### src/rtl/lvds_sched_pkg.sv
// Shared types and constants for the LVDS UART frame scheduler.
// LVDS_SCHED_HDR_EN adds the HDR state that prefixes each frame with a sync byte.
`timescale 1ns/1ps
package lvds_sched_pkg;
  localparam int NUM_CH          = 4;
  localparam int CH_W            = 16;
  localparam int BYTES_PER_FRAME = 8;
  localparam int IDX_W           = 3;

  typedef enum logic [2:0] {
    IDLE,
    POP,
    CAPT,
`ifdef LVDS_SCHED_HDR_EN
    HDR,
`endif
    LOAD,
    READY,
    START,
    WAIT
  } sched_state_e;

  // Byte i of the snapshot: ch0 low byte first, ch3 high byte last.
  function automatic logic [7:0] frame_byte(input logic [NUM_CH*CH_W-1:0] snap,
                                            input logic [IDX_W-1:0]       idx);
    return snap[{idx, 3'b000} +: 8];
  endfunction
endpackage

### src/rtl/sched_watchdog.sv
// Counts cycles spent waiting for txDone; expired fires on the TIMEOUT-th cycle.
`timescale 1ns/1ps
module sched_watchdog #(
  parameter int TIMEOUT = 65535
) (
  input  logic clk40M,
  input  logic nRst,
  input  logic clear,
  input  logic count,
  output logic expired
);
  localparam int CW = (TIMEOUT > 1) ? $clog2(TIMEOUT) : 1;
  localparam logic [CW-1:0] LAST = CW'(TIMEOUT - 1);

  logic [CW-1:0] cnt_q, cnt_d;

  always_comb begin
    cnt_d = cnt_q;
    if (clear)      cnt_d = '0;
    else if (count) cnt_d = cnt_q + 1'b1;
  end

  always_ff @(posedge clk40M or negedge nRst)
    if (!nRst) cnt_q <= '0;
    else       cnt_q <= cnt_d;

  assign expired = count && (cnt_q == LAST);
endmodule

### src/rtl/lvds_uart_scheduler.sv
// Pops one word from each of four image FIFOs and streams the 8 bytes to a UART.
// Define LVDS_SCHED_HDR_EN to send HDR_BYTE ahead of every frame.
`timescale 1ns/1ps
module lvds_uart_scheduler
  import lvds_sched_pkg::*;
#(
  parameter int         TIMEOUT  = 65535,
  parameter logic [7:0] HDR_BYTE = 8'hA5
) (
  input  logic                      clk40M,
  input  logic                      nRst,
  input  logic                      en,
  input  logic [NUM_CH-1:0]         empty,
  input  logic [NUM_CH*CH_W-1:0]    fifoOut,
  output logic [NUM_CH-1:0]         rd,
  output logic [7:0]                dataBus,
  output logic                      ldXmtDataReg,
  output logic                      byteReady,
  output logic                      tByte,
  input  logic                      txDone,
  output logic                      busy,
  output logic [15:0]               frameCnt,
  output logic                      txErr,
  input  logic                      errClr
);
  sched_state_e               state_q, state_d;
  logic [NUM_CH*CH_W-1:0]     snap_q, snap_d;
  logic [IDX_W-1:0]           idx_q, idx_d;
  logic [7:0]                 data_q, data_d;
  logic [15:0]                frame_q, frame_d;
  logic                       err_q, err_d;
  logic                       hdr_q, hdr_d;
  logic                       wd_expired;
  logic                       timeout;
  logic                       start_ok;

  sched_watchdog #(.TIMEOUT(TIMEOUT)) u_wd (
    .clk40M  (clk40M),
    .nRst    (nRst),
    .clear   (state_q != WAIT),
    .count   (state_q == WAIT),
    .expired (wd_expired)
  );

  // Frames only start when every channel has a word, so channels stay aligned.
  assign start_ok = (state_q == IDLE) && en && (empty == '0);

  always_comb begin
    state_d = state_q;
    snap_d  = snap_q;
    idx_d   = idx_q;
    data_d  = data_q;
    frame_d = frame_q;
    hdr_d   = hdr_q;
    timeout = 1'b0;
    unique case (state_q)
      IDLE: begin
        data_d = 8'h00;
        if (start_ok) state_d = POP;
      end
      POP: begin
        snap_d  = fifoOut;
        state_d = CAPT;
      end
      CAPT: begin
        idx_d   = '0;
`ifdef LVDS_SCHED_HDR_EN
        state_d = HDR;
`else
        data_d  = frame_byte(snap_q, '0);
        state_d = LOAD;
`endif
      end
`ifdef LVDS_SCHED_HDR_EN
      HDR: begin
        hdr_d   = 1'b1;
        data_d  = HDR_BYTE;
        state_d = LOAD;
      end
`endif
      LOAD:  state_d = READY;
      READY: state_d = START;
      START: state_d = WAIT;
      WAIT: begin
        // txDone wins over a coincident timeout.
        if (txDone) begin
          if (hdr_q) begin
            hdr_d   = 1'b0;
            data_d  = frame_byte(snap_q, idx_q);
            state_d = LOAD;
          end else if (idx_q == IDX_W'(BYTES_PER_FRAME - 1)) begin
            frame_d = frame_q + 16'd1;
            data_d  = 8'h00;
            state_d = IDLE;
          end else begin
            idx_d   = idx_q + 1'b1;
            data_d  = frame_byte(snap_q, idx_q + 1'b1);
            state_d = LOAD;
          end
        end else if (wd_expired) begin
          timeout = 1'b1;
          hdr_d   = 1'b0;
          data_d  = 8'h00;
          state_d = IDLE;
        end
      end
      default: state_d = IDLE;
    endcase
  end

  // A timeout in the same cycle as errClr keeps the flag set.
  always_comb begin
    err_d = err_q;
    if (errClr)  err_d = 1'b0;
    if (timeout) err_d = 1'b1;
  end

  always_ff @(posedge clk40M or negedge nRst)
    if (!nRst) begin
      state_q <= IDLE;
      snap_q  <= '0;
      idx_q   <= '0;
      data_q  <= 8'h00;
      frame_q <= 16'h0000;
      err_q   <= 1'b0;
      hdr_q   <= 1'b0;
    end else begin
      state_q <= state_d;
      snap_q  <= snap_d;
      idx_q   <= idx_d;
      data_q  <= data_d;
      frame_q <= frame_d;
      err_q   <= err_d;
      hdr_q   <= hdr_d;
    end

  // rd is combinational so fifoOut lands in POP; gate it off while in reset.
  assign rd           = (start_ok && nRst) ? '1 : '0;
  assign ldXmtDataReg = (state_q == LOAD);
  assign byteReady    = (state_q == READY);
  assign tByte        = (state_q == START);
  assign busy         = (state_q != IDLE);
  assign dataBus      = data_q;
  assign frameCnt     = frame_q;
  assign txErr        = err_q;
endmodule

### config.mk
export PLATFORM = sky130hd
export DESIGN_NAME = lvds_uart_scheduler
export DESIGN_NICKNAME = d
export VERILOG_FILES = /design/src/rtl/lvds_sched_pkg.sv /design/src/rtl/sched_watchdog.sv /design/src/rtl/lvds_uart_scheduler.sv
export SDC_FILE = /design/constraint.sdc
export NUM_CORES = 1
export LEC_CHECK = 0
export ABC_AREA = 1
export BUFFER_PORTS_ARGS = -buffer_cell sky130_fd_sc_hd__buf_4
export CAP_MARGIN = 10
export CORE_MARGIN = 8
export CORE_UTILIZATION = 50
export CTS_BUF_LIST = sky130_fd_sc_hd__clkbuf_8 sky130_fd_sc_hd__clkbuf_16
export CTS_CLUSTER_DIAMETER = 200
export CTS_CLUSTER_SIZE = 8
export DETAILED_ROUTE_END_ITERATION = 8
export PLACE_DENSITY = 0.84
export SLEW_MARGIN = 15
export SYNTH_ARGS = -nofsm -noshare
export SYNTH_HDL_FRONTEND = slang
export SYNTH_HIERARCHICAL = 1
export SYNTH_SLANG_ARGS = --single-unit
### constraint.sdc
create_clock -name clk40M -period 2.5 [get_ports clk40M]
set_input_delay 0.625 -clock clk40M [delete_from_list [all_inputs] [get_ports clk40M]]
set_output_delay 0.625 -clock clk40M [all_outputs]
set_load 0.02 [all_outputs]
Word-level counts from Yosys, hierarchy flattened
Index checks and enable logic that the tools add are counted.

word-level totals
  register bits = 112
  output and inout bits = 33

cells by class
  add/sub/neg operators = 3
  eq/ne operators = 14
  shifts and indexed selects = 2
  multiplexer cells = 25
  bitwise gates (word level) = 1
  reductions and logical operators = 17

operators with widths
  kind                     count
  $shiftx A64 B7 Y8        2
  $add A16 B1 Y16 const B  2
  $mux W16                 2
  $mux W8                  4
  $pmux W8 S3              1
  $pmux W3 S7              1
  $mux W3                  6
  $eq A16 B16 Y1 const B   1
  $eq A3 B3 Y1 const B     4
  $ne A2 B2 Y1 const B     4
  $reduce_and A4 Y1        2
  $reduce_bool A2 Y1       4
  $mux W1                  7
  $eq A3 B2 Y1 const B     2
  $ne A3 B3 Y1 const B     2
  $pmux W3 S2              1
  $reduce_and A2 Y1        3
  $reduce_bool A3 Y1       2
  $logic_and A1 B1 Y1      4
  $logic_not A4 Y1         1
  $mux W2                  2
  $mux W4                  1
  $add A3 B1 Y3 const B    1
  $eq A3 B1 Y1 const B     1
  2 further kinds          2

Longest topological paths before layout
Gate-level depths: netlist of run 1.

  word-level depth = 6
  depth in mapped cells = 12

Hierarchy
The synthesis of run 1 kept the hierarchy.

modules (own cells, without submodules)
  module               times used  cells an instance  area each (um^2)
  lvds_uart_scheduler  1           595                4793.3
  sched_watchdog       1           131                957.2

Worst setup path after synthesis of run 1
No wires, ideal clock.

  kind = reg2out
  start = reg state_q[1]
  end = out rd[1]
  arrival = 1517 ps
  data required time = 1875 ps
  setup slack = 358 ps
  stages on the path, launching flop included = 7
  buffers on the path = 1
  cell sequence = dfrtp_1 inv_1 nand2_1 nor2_1 nand4_1 nor2_1 buf_4

on the way
  cells in the longest elaborated chain, start to end = 5

ends and longest elaborated chain
  what                              line                        RTL
  start, declared                   lvds_uart_scheduler.sv:26   sched_state_e state_q, state_d;
  start signal, assigned            lvds_uart_scheduler.sv:128  state_q <= state_d;
  $logic_not A3 Y1                  lvds_uart_scheduler.sv:46   assign start_ok = (state_q == IDLE) && en && (empty == '0);
  $logic_and A1 B1 Y1 (2 in a row)  lvds_uart_scheduler.sv:46
  $logic_and A1 B1 Y1               lvds_uart_scheduler.sv:138  assign rd = (start_ok && nRst) ? '1 : '0;
  $mux W4                           lvds_uart_scheduler.sv:138
  end, declared                     lvds_uart_scheduler.sv:15   output logic [NUM_CH-1:0] rd,

Every way passes these cells.

Final worst setup path of run 1
  start = reg state_q[1]
  end = out rd[2]

The elaborated chain is that of the path after synthesis.

==> out/qor.yml, run 1 <==
yosys:
  synth_area_per_cell_um2: 7.92
  yosysUniqueCellTypes: 31
  synth_cells: 726
  ys_ff_latch: 111
  yosysSeqAreaShare_pct: 48.3
  synth_area_mm2: 0.00575
  ys_warn_count: 6
  syn-num-nets: 805
timing:
  worst_pin_slew_ps: 648
  clock_skew_ps: 5.70
  slew_headroom_pct: 56.6
  setup_tns_ps: 0
  rsz0062_at_grt: "false"
  slew_viol_final: 0
  fin_crit_sh_pct: 93.5
  hold_violations: 0
  fmax_ghz: 0.428
  post-route-min-period_ps: 2340
  hold_ws_ps: 371
  setup_viol_count_final: 0
setup_path:
  critical-path-max-stage-delay_ps: 390
  cp_max_fo: 5
  worstPathArrival_ps: 1710
  reg2regPathDepth: 6
  crit_path_end_kind: "output pin"
  critPathRequiredTime_ps: 1880
  cp-start-kind: "flip-flop"
  critical_path.top_delay_family: "simple AND/OR/NAND/NOR gates"
  crit_slowest_cell: "dfrtp_1"
  crit_cells: 6
  critical_path.cell_chain: "inv_1, nand2_1, nor2_1, nand4_1, nor2_2, buf_4"
  path_buf_inv: 2
  worstSetupPathType: "reg2out"
routing:
  ant_nets: 0
  routed_wl_um: 13900
  wl_met3_um: 759
  vias: 5012
  drcViolationCount: 0
  drt-met1-wl_um: 5760
  firstDrtPassIters: 5
  avgRoutedWirePerCell_um: 14.3
  wl_met2_um: 6990
  routed.top_layer: "met4"
  vias_per_cell: 5.18
  drt_iter0_drc: 461
clocking:
  h-tree-depth: 3
  cts_root_buf: "clkbuf_16"
  postCtsSetupBuffers: 0
  insertion_delay_ps: 350
  cts.sinks: 111
  path_clk_slew_ps: 70
  cts_buffer_depth: 2
  cts_resized: 0
  cts_hold_buf: 0
  cts_made_buffers: 9
  cts_tree: "yes"
die:
  io_pins: 106
  die_h_um: 123
  die-area_mm2: 0.0152
  core-area_mm2: 0.0113
  rows: 39
  die_w_um: 123
  start_util_pct: 50.8
place:
  routabilityCongestion: 0.877
  io_buffers: 105
  hpwlAfterDp_um: 10300
  placed_area_mm2: 0.00664
global_route:
  grt_pass1_wl_um: 22800
  grt_pass1_vias: 4935
  grt_max_degree: 112
  antenna_found_initial: 0
  grt_overflow: 0
  grt_util_all_layers_pct: 18.9
cells_and_area:
  fill_cells: 985
  final_cell_area_mm2: 0.00695
  final_util_pct: 61.4
  antennaDiodeCount: 0
  final_nets: 899
  area_growth_pct: 20.8
  drive_gt1_share_pct: 22.5
  multi_input_area_mm2: 0.00253
  final-seq-area_mm2: 0.00278
flow_run:
  maxCapViolations: 0
run_status:
  outcome: "complete, no violations"
hold_path:
  hp-class: "in2async"
power_and_ir_drop:
  powerDensity_mw_per_mm2: 1010
  p_leak_uw: 0.00347
  peakVddDrop_uv: 770
  power_uw: 7050
[state kept, by name (all words and copies together) (netlist names)]
signal and flops:
txErr 1, snap_q 64, dataBus 8, idx_q 3, frameCnt 16, u_wd/cnt_q 16
state_q 3
[Yosys cell counts]
library cell	count	share of area (%)
nand2_1	176	11
nor2_1	129	8.4
dfrtp_1	111	48
inv_1	74	4.8
nand3_1	56	4.9
a21oi_1	47	4.1
mux2_2	24	4.7
o21ai_0	22	1.9
buf_2	13	1.1
nand4_1	10	1.1
clkbuf_1	9	0.59
nand2_2	7	0.76
ha_1	6	1.3
inv_2	6	0.39
nor2_2	6	0.65
buf_4	5	0.65
xnor2_2	5	1.4
nor2_4	3	0.59
nor3_1	3	0.26
nand2_4	2	0.39
xor2_1	2	0.30
buf_6	1	0.20
clkinv_1	1	0.065
nand3_2	1	0.17
nand3_4	1	0.30
nor2_8	1	0.35
nor3b_1	1	0.13
o21ai_2	1	0.15
o21bai_2	1	0.20
o31ai_1	1	0.13
xnor2_1	1	0.15
[final cells by class]
cell class              count  area share, %
clock inverters             6           1.04
inverters                  81           4.38
flip-flops and latches    111           40.0
repair buffers            111           12.2
well taps                 143           2.57
multi-input cells         506           36.4
clock buffers              10           3.44
[cell usage in the layout, fill, tap and decap left out, types with 2 or more instances in the layout]
cell type  Yosys  layout
nand2_1      176     176
nor2_1       129     128
dfrtp_1      111     111
buf_4          5     110
inv_1         74      74
nand3_1       56      56
a21oi_1       47      47
mux2_2        24      24
o21ai_0       22      22
nand4_1       10      10
clkbuf_16      0       9
nand2_2        7       7
nor2_2         6       7
inv_2          6       6
ha_1           6       6
xnor2_2        5       5
nor3_1         3       3
nor2_4         3       3
inv_6          0       3
nand3_4        1       2
xor2_1         2       2
nand2_4        2       2
[path summary, 6_finish.rpt]
kind	start	end	slack, ps
max reg2reg	idx_q[1]$_DFFE_PN0P_	dataBus[1]$_DFFE_PN0P_	570
min reg2reg	u_wd/cnt_q[3]$_DFFE_PN0P_	u_wd/cnt_q[3]$_DFFE_PN0P_	490
max	state_q[1]$_DFFE_PN0P_	rd[2]	160
min	nRst	u_wd/cnt_q[9]$_DFFE_PN0P_	370
min in group clk40M	errClr	txErr$_DFFE_PN0P_	470
max in group asynchronous	nRst	snap_q[9]$_DFFE_PN0N_	1720
[worst reg2reg max path: cells and delay by family, from the launching register on]
family	cells	cell delay (ps)
fa+ha+maj	1	550
flops	1	390
simple gates	4	480
buf+inv	1	400
[report_power, final]
part	leakage (uW)	internal [uW]	total, uW	switching (uW)
Sequential	0.00135	2410	2690	280
Clock	0.000156	822	1500	680
Combinational	0.00197	1070	2850	1780
[layer usage]
metal  vias up  GRT usage, %
li1       2468             -
met1      2343          22.8
met2       175          32.3
met3        26          4.84
met4         0          6.40
met5         -             0
[per-stage QoR]
stage          setup WS [ps]  instances
2_1_floorplan            358        726
3_3_place_gp             550        952
3_5_place_dp             515        952
4_1_cts                  113        968
5_1_grt                 58.0        968
6_report                 162        968
[logic make-up after synthesis]
kind of cell             Yosys count  share of synthesized area [%]
AO/OA/AOI/OAI                     72                           6.48
XOR/XNOR                           8                           1.87
adder cells (fa/ha/maj)            6                           1.31
buffers and inverters            109                           7.85
flip-flops                       111                           48.3
multiplexers                      24                           4.70
AND/OR/NAND/NOR                  396                           29.5
(Power assumes the default switching activity.)
==> inputs of run 2 (changes only) <==
--- a/config.mk
+++ b/config.mk
@@ -8,13 +8,15 @@
 export ABC_AREA = 1
 export BUFFER_PORTS_ARGS = -buffer_cell sky130_fd_sc_hd__buf_4
 export CAP_MARGIN = 10
+export CELL_PAD_IN_SITES_DETAIL_PLACEMENT = 1
+export CELL_PAD_IN_SITES_GLOBAL_PLACEMENT = 1
 export CORE_MARGIN = 8
-export CORE_UTILIZATION = 50
+export CORE_UTILIZATION = 44
 export CTS_BUF_LIST = sky130_fd_sc_hd__clkbuf_8 sky130_fd_sc_hd__clkbuf_16
 export CTS_CLUSTER_DIAMETER = 200
 export CTS_CLUSTER_SIZE = 8
 export DETAILED_ROUTE_END_ITERATION = 8
-export PLACE_DENSITY = 0.84
+export PLACE_DENSITY = 0.95
 export SLEW_MARGIN = 15
 export SYNTH_ARGS = -nofsm -noshare
 export SYNTH_HDL_FRONTEND = slang
==> run 2 against run 1 <==
Net effect: first-iteration DRC count fell by 14%; critical path depth did not move; routed wire length rose by 20%; non-clock buffer count did not move; register-to-register slack got worse by 140 ps; final cell count rose by 3.0%; fmax rose by 0.36%; utilization fell by 6.0 points; combinational power rose by 5%; count of clock-buffer cells in the layout did not move; power rose by 3.3%; clock power rose by 5%; critical path type unchanged; critical endpoint is now rd[0]; largest power group unchanged; highest routed layer unchanged.
==> out/qor.yml, run 2 (same netlist as run 1, synthesis figures left out) <==
setup_path:
  critical_path.top_delay_family: "simple AND/OR/NAND/NOR gates"  # unchanged
  crit_path_end_kind: "output pin"  # unchanged
  r2r-end: "dataBus[1]$_DFFE_PN0P_"  # unchanged
  reg2reg_slack_ps: 430  # was 570 ps
  startpoint: "state_q[1]$_DFFE_PN0P_"  # unchanged
  crit_end: "rd[0]"  # was rd[2]
  r2r_start: "idx_q[1]$_DFFE_PN0P_"  # unchanged
  crit_slowest_cell: "dfrtp_1"  # unchanged
  critical-path-max-stage-delay_ps: 390  # about the same
  reg2regPathDepth: 8  # was 6
  crit_cells: 6  # unchanged
  cp-start-kind: "flip-flop"  # unchanged
  critical_path.cell_chain: "inv_1, nand2_1, nor2_2, nand4_1, nor2_4, buf_4"  # was inv_1, nand2_1, nor2_1, nand4_1, nor2_2, buf_4
  path_buf_inv: 2  # unchanged
  critPathRequiredTime_ps: 1880  # about the same
  cp_max_fo: 5  # unchanged
  worstPathArrival_ps: 1700  # was 1710 ps
  worstSetupPathType: "reg2out"  # unchanged
global_route:
  antenna_found_initial: 0  # unchanged
  grt_pass1_vias: 5559  # was 4935
  grt_overflow: 0  # unchanged
  grt_max_degree: 112  # unchanged
  grt_util_all_layers_pct: 20.6  # was 18.9%
  grt_pass1_wl_um: 27700  # was 22800 um
routing:
  avgRoutedWirePerCell_um: 16.7  # was 14.3 um
  drt_iter0_drc: 397  # was 461
  ant_nets: 0  # unchanged
  vias: 5070  # was 5012
  routed_wl_um: 16600  # was 13900 um
  drcViolationCount: 0  # unchanged
  vias_per_cell: 5.09  # was 5.18
  firstDrtPassIters: 4  # was 5
cells_and_area:
  largest_reg_flops: 64  # unchanged
  final_cell_mix: "176 x nand2_1, 127 x nor2_1, 111 x dfrtp_1, 109 x buf_4, 74 x inv_1"  # was 176 x nand2_1, 128 x nor2_1, 111 x dfrtp_1, 110 x buf_4, 74 x inv_1
  regMostFlops: "snap_q"  # unchanged
  area_growth_pct: 22.1  # was 20.8%
  antennaDiodeCount: 0  # unchanged
  final_util_pct: 55.4  # was 61.4%
  final_nets: 899  # unchanged
  drive_gt1_share_pct: 22.7  # was 22.5%
  layout_commonest_cell: "nand2_1"  # unchanged
clocking:
  path_clk_slew_ps: 80  # was 70 ps
  postCtsSetupBuffers: 0  # unchanged
  cts_made_buffers: 9  # unchanged
  cts_buffer_depth: 2  # unchanged
  cts_hold_buf: 0  # unchanged
  insertion_delay_ps: 360  # was 350 ps
  cts.sinks: 111  # unchanged
  cts_tree: "yes"  # unchanged
  cts_root_buf: "clkbuf_16"  # unchanged
  h-tree-depth: 3  # unchanged
timing:
  fmax_ghz: 0.429  # was 0.428 GHz
  fin_crit_sh_pct: 93.2  # was 93.5%
  setup_viol_count_final: 0  # unchanged
  post-route-min-period_ps: 2330  # was 2340 ps
  clock_skew_ps: 9.52  # was 5.70 ps
  worst_pin_slew_ps: 717  # was 648 ps
  slew_headroom_pct: 52.0  # was 56.6%
  slew_viol_final: 0  # unchanged
  hold_violations: 0  # unchanged
power_and_ir_drop:
  peakVddDrop_uv: 656  # was 770 uV
  powerDensity_mw_per_mm2: 1040  # was 1010 mW/mm^2
  p_leak_uw: 0.00348  # was 0.00347 uW
  power_uw: 7280  # was 7050 uW
run_status:
  outcome: "complete, no violations"  # unchanged
die:
  start_util_pct: 45.4  # was 50.8%
  core-area_mm2: 0.0127  # was 0.0113 mm^2
  rows: 41  # was 39
  die_w_um: 130  # was 123 um
  die_h_um: 130  # was 123 um
  die-area_mm2: 0.0170  # was 0.0152 mm^2
  io_pins: 106  # unchanged
place:
  io_buffers: 105  # unchanged
  routabilityCongestion: 0.805  # was 0.877
  hpwlAfterDp_um: 12000  # was 10300 um
flow_run:
  maxCapViolations: 0  # unchanged
hold_path:
  hp-class: "in2async"  # unchanged
[run 2: cell counts in the layout (fill, tap and decap cells not counted)]
Identical to the previous run, type by type.
[run 2: worst min-delay path by stage]
stage / end / slack (ps) / depth (start not counted)
after floorplan: dataBus[0]$_DFFE_PN0P_ / 330 / 0
after global placement: idx_q[1]$_DFFE_PN0P_ / 470 / 2
final: u_wd/cnt_q[14]$_DFFE_PN0P_ / 330 / 2
after global routing: u_wd/cnt_q[2]$_DFFE_PN0P_ / 410 / 2
after detailed placement: dataBus[3]$_DFFE_PN0P_ / 490 / 2
after CTS: u_wd/cnt_q[14]$_DFFE_PN0P_ / 390 / 2
[run 2: area by class of cell]
| type | instances | area (um^2) |
|---|---|---|
| timing repair buffer | 111 | 858 |
| inverter | 81 | 304 |
| fill | 1593 | 5650 |
| sequential | 111 | 2780 |
| clock inverter | 6 | 86.3 |
| clock buffer | 10 | 239 |
| multi-input combinational | 506 | 2540 |
| tap | 172 | 215 |
[run 2: worst reg2reg max path, delay by kind of cell (launching register included)]
kind / cells / cell delay [ps]
DFF: 1 / 390
and+or+nand+nor: 5 / 480
adders and majority gates: 1 / 560
buffers and inverters: 2 / 580
[run 2: per-layer routing]
metal	track usage [%]	routed length [um]	vias up
li1	-	-	2465
met1	25.0	7130	2477
met2	35.8	8440	110
met3	5.34	813	18
met4	5.12	235	0
met5	0	0	-
[run 2: where the power goes]
part,total [uW],internal (uW),switching (uW),leakage [uW]
Combinational,3000,1100,1890,0.00197
Clock,1570,836,735,0.000160
Sequential,2710,2410,299,0.00135
[run 2: timing repair]
action | in CTS | in global routing
gates resized for setup | 1 | 2
setup endpoints to repair | 1 | 4
pin swaps | 0 | 0
[run 2: stage by stage]
step | instance area (um^2) | setup slack [ps] | instances | hold slack, ps | TNS [ps]
final | 7020 | 171 | 997 | 334 | 0
after global routing | 7020 | -7.43 | 997 | 407 | -22.0
after CTS | 7010 | 55.9 | 997 | 386 | 0
after detailed placement | 6680 | 397 | 981 | 489 | 0
after global placement | 6680 | 513 | 981 | 469 | 0
after floorplan | 5750 | 358 | 726 | 329 | 0
==> inputs of run 3 (changes only) <==
--- a/config.mk
+++ b/config.mk
@@ -11,12 +11,12 @@
 export CELL_PAD_IN_SITES_DETAIL_PLACEMENT = 1
 export CELL_PAD_IN_SITES_GLOBAL_PLACEMENT = 1
 export CORE_MARGIN = 8
-export CORE_UTILIZATION = 44
+export CORE_UTILIZATION = 41
 export CTS_BUF_LIST = sky130_fd_sc_hd__clkbuf_8 sky130_fd_sc_hd__clkbuf_16
 export CTS_CLUSTER_DIAMETER = 200
 export CTS_CLUSTER_SIZE = 8
 export DETAILED_ROUTE_END_ITERATION = 8
-export PLACE_DENSITY = 0.95
+export PLACE_DENSITY = 0.91
 export SLEW_MARGIN = 15
 export SYNTH_ARGS = -nofsm -noshare
 export SYNTH_HDL_FRONTEND = slang
==> constraint.sdc (replaced) <==
create_clock -name clk40M -period 2.3 [get_ports clk40M]
set_input_delay 0.575 -clock clk40M [delete_from_list [all_inputs] [get_ports clk40M]]
set_output_delay 0.575 -clock clk40M [all_outputs]
set_load 0.02 [all_outputs]
==> run 3 against run 2 <==
Net effect: worst setup slack lost 67 ps; largest cell class unchanged; critical path depth is the same; sequential cell count is the same; utilization shrank 4.5 points; non-clock buffer count grew 3; sequential share of layout area grew 0.078 points; global-route usage shrank 2.3 points; routed wire length shrank 4.3%; largest power group unchanged; die area grew 6.4%; highest routed layer unchanged.
==> out/qor.yml, run 3 (same netlist as run 1, synthesis figures left out) <==
routing:
  drcViolationCount: 0  # unchanged
  vias_per_cell: 5.02  # was 5.09
  drt_iter0_drc: 293  # was 397
  firstDrtPassIters: 4  # unchanged
  avgRoutedWirePerCell_um: 15.8  # was 16.7 um
  vias: 5060  # was 5070
  ant_nets: 0  # unchanged
  routed_wl_um: 15900  # was 16600 um
die:
  die-area_mm2: 0.0181  # was 0.0170 mm^2
  rows: 43  # was 41
  start_util_pct: 41.8  # was 45.4%
  io_pins: 106  # unchanged
  die_w_um: 134  # was 130 um
  die_h_um: 134  # was 130 um
  core-area_mm2: 0.0138  # was 0.0127 mm^2
setup_path:
  cp_max_fo: 5  # unchanged
  worstPathArrival_ps: 1620  # was 1700 ps
  critical_path.top_delay_family: "simple AND/OR/NAND/NOR gates"  # unchanged
  reg2reg_slack_ps: 440  # was 430 ps
  path_buf_inv: 2  # unchanged
  critical-path-max-stage-delay_ps: 410  # was 390 ps
  critical_path.cell_chain: "inv_2, nand2_1, nor2_2, nand4_1, nor2_4, buf_4"  # was inv_1, nand2_1, nor2_2, nand4_1, nor2_4, buf_4
  critPathRequiredTime_ps: 1730  # was 1880 ps
  r2r-end: "dataBus[6]$_DFFE_PN0P_"  # was dataBus[1]$_DFFE_PN0P_
  r2r_start: "idx_q[0]$_DFFE_PN0P_"  # was idx_q[1]$_DFFE_PN0P_
  cp-start-kind: "flip-flop"  # unchanged
  crit_path_end_kind: "output pin"  # unchanged
  crit_slowest_cell: "dfrtp_1"  # unchanged
  worstSetupPathType: "reg2out"  # unchanged
  reg2regPathDepth: 6  # was 8
cells_and_area:
  largest_reg_flops: 64  # unchanged
  layoutNonFillerInstCount: 1007  # was 997
  antennaDiodeCount: 0  # unchanged
  final_nets: 902  # was 899
  final_util_pct: 50.9  # was 55.4%
  layout_commonest_cell: "nand2_1"  # unchanged
  drive_gt1_share_pct: 23.0  # was 22.7%
  regMostFlops: "snap_q"  # unchanged
  area_growth_pct: 21.8  # was 22.1%
  fill_cells: 1713  # was 1593
  final_cell_mix: "176 x nand2_1, 127 x nor2_1, 112 x buf_4, 111 x dfrtp_1, 73 x inv_1"  # was 176 x nand2_1, 127 x nor2_1, 111 x dfrtp_1, 109 x buf_4, 74 x inv_1
timing:
  slew_headroom_pct: 52.6  # was 52.0%
  hold_ws_ps: 268  # was 334 ps
  clock_skew_ps: 10.9  # was 9.52 ps
  setup_tns_ps: 0  # unchanged
  setup_viol_count_final: 0  # unchanged
  slew_viol_final: 0  # unchanged
  worst_pin_slew_ps: 709  # was 717 ps
  fin_crit_sh_pct: 95.5
  fmax_ghz: 0.455
  post-route-min-period_ps: 2200
  setup_ws_ps: 104  # was 171 ps
  hold_violations: 0  # unchanged
clocking:
  cts_made_buffers: 9  # unchanged
  cts.sinks: 111  # unchanged
  path_clk_slew_ps: 70  # was 80 ps
  cts_hold_buf: 0  # unchanged
  insertion_delay_ps: 360  # about the same
  cts_root_buf: "clkbuf_16"  # unchanged
  cts_buffer_depth: 2  # unchanged
  h-tree-depth: 3  # unchanged
  cts_tree: "yes"  # unchanged
place:
  pre_cts_ws_ps: 312  # was 397 ps
  io_buffers: 105  # unchanged
  dp_cells: 990  # was 981
  hpwlAfterDp_um: 11700  # was 12000 um
  routabilityCongestion: 0.766  # was 0.805
flow_run:
  maxCapViolations: 0  # unchanged
power_and_ir_drop:
  switching_power_uw: 3060  # was 2930 uW
  powerDensity_mw_per_mm2: 1090  # was 1040 mW/mm^2
  seqPwrFrac_pct: 38.2  # was 37.3%
  internal_power_uw: 4600  # was 4350 uW
  peakVddDrop_uv: 635  # was 656 uV
  swShare_pct: 39.9  # was 40.2%
  p_leak_uw: 0.00347  # was 0.00348 uW
  power_frac_clock_pct: 19.9  # was 21.6%
  p_comb_share_pct: 41.9  # was 41.2%
global_route:
  grt_overflow: 0  # unchanged
  grt_max_degree: 112  # unchanged
  grt_util_all_layers_pct: 18.4  # was 20.6%
  antenna_found_initial: 0  # unchanged
  grt_pass1_wl_um: 26900  # was 27700 um
  grt_pass1_vias: 5544  # was 5559
hold_path:
  hp-class: "in2async"  # unchanged
run_status:
  outcome: "complete, no violations"  # unchanged
[run 3: cell count changes in the layout (fill, tap and decap cells not counted)]
cell,before,now
buf_4,109,112
inv_8,2,0
bufinv_16,1,0
clkinv_2,0,1
clkinv_4,0,1
clkinv_8,1,0
inv_1,74,73
inv_2,6,7
inv_6,2,3
[run 3: worst register-to-register path, delay by kind of cell, from the launching register on]
family	cells	cell delay (ps)
simple gates	3	400
fa+ha+maj	2	680
flops	1	380
buf+inv	1	330
[run 3: how the worst max path moves through the flow]
| stage | from | end | slack [ps] | cells after the start |
|---|---|---|---|---|
| finish | state_q[1]$_DFFE_PN0P_ | rd[2] | 100 | 6 |
| global route | state_q[1]$_DFFE_PN0P_ | rd[1] | -10 | 6 |
| CTS | state_q[0]$_DFFE_PN0P_ | rd[2] | 20 | 6 |
| detailed placement | state_q[1]$_DFFE_PN0P_ | rd[2] | 310 | 6 |
| global placement | empty[1] | rd[1] | 450 | 5 |
| floorplan | state_q[1]$_DFFE_PN0P_ | rd[1] | 210 | 6 |
[run 3: cell type report]
class	instances	area [um^2]	share of cell area, %
flip-flops and latches	111	2780	39.6
clock buffers	10	239	3.41
inverters	81	304	4.34
clock inverters	5	40.0	0.572
repair buffers	114	881	12.6
multi-input cells	506	2540	36.2
well taps	180	225	3.21
[run 3: stage by stage]
| stage | total power [uW] | cell area, um^2 |
|---|---|---|
| 3_3_place_gp | 5970 | 6700 |
| 4_1_cts | 7740 | 6980 |
| 2_1_floorplan | 5150 | 5750 |
| 3_5_place_dp | 6160 | 6700 |
| 6_report | 7660 | 7010 |
| 5_1_grt | 8270 | 7010 |
[run 3: metal layers]
metal | track usage, % | up-vias | share of wire [%]
li1 | - | 2466 | -
met1 | 21.7 | 2480 | 43
met2 | 31.8 | 91 | 51
met3 | 4.67 | 23 | 4.1
met4 | 6.11 | 0 | 2.0
met5 | 0 | - | 0
[run 3: power groups by stage]
stage / Sequential [uW] / Combinational (uW) / Clock [uW]
after floorplan: 2930 / 2220 / 0
after global placement: 2920 / 3050 / 0
after detailed placement: 2970 / 3190 / 0
after CTS: 2930 / 3240 / 1570
after global routing: 2990 / 3640 / 1640
final: 2930 / 3210 / 1530
[run 3: repair_timing]
| action | in CTS | in global routing |
|---|---|---|
| gates resized for setup | 2 | 2 |
| setup endpoints to repair | 4 | 4 |
| buffers inserted | 0 | 2 |
| pin swaps | 1 | 2 |
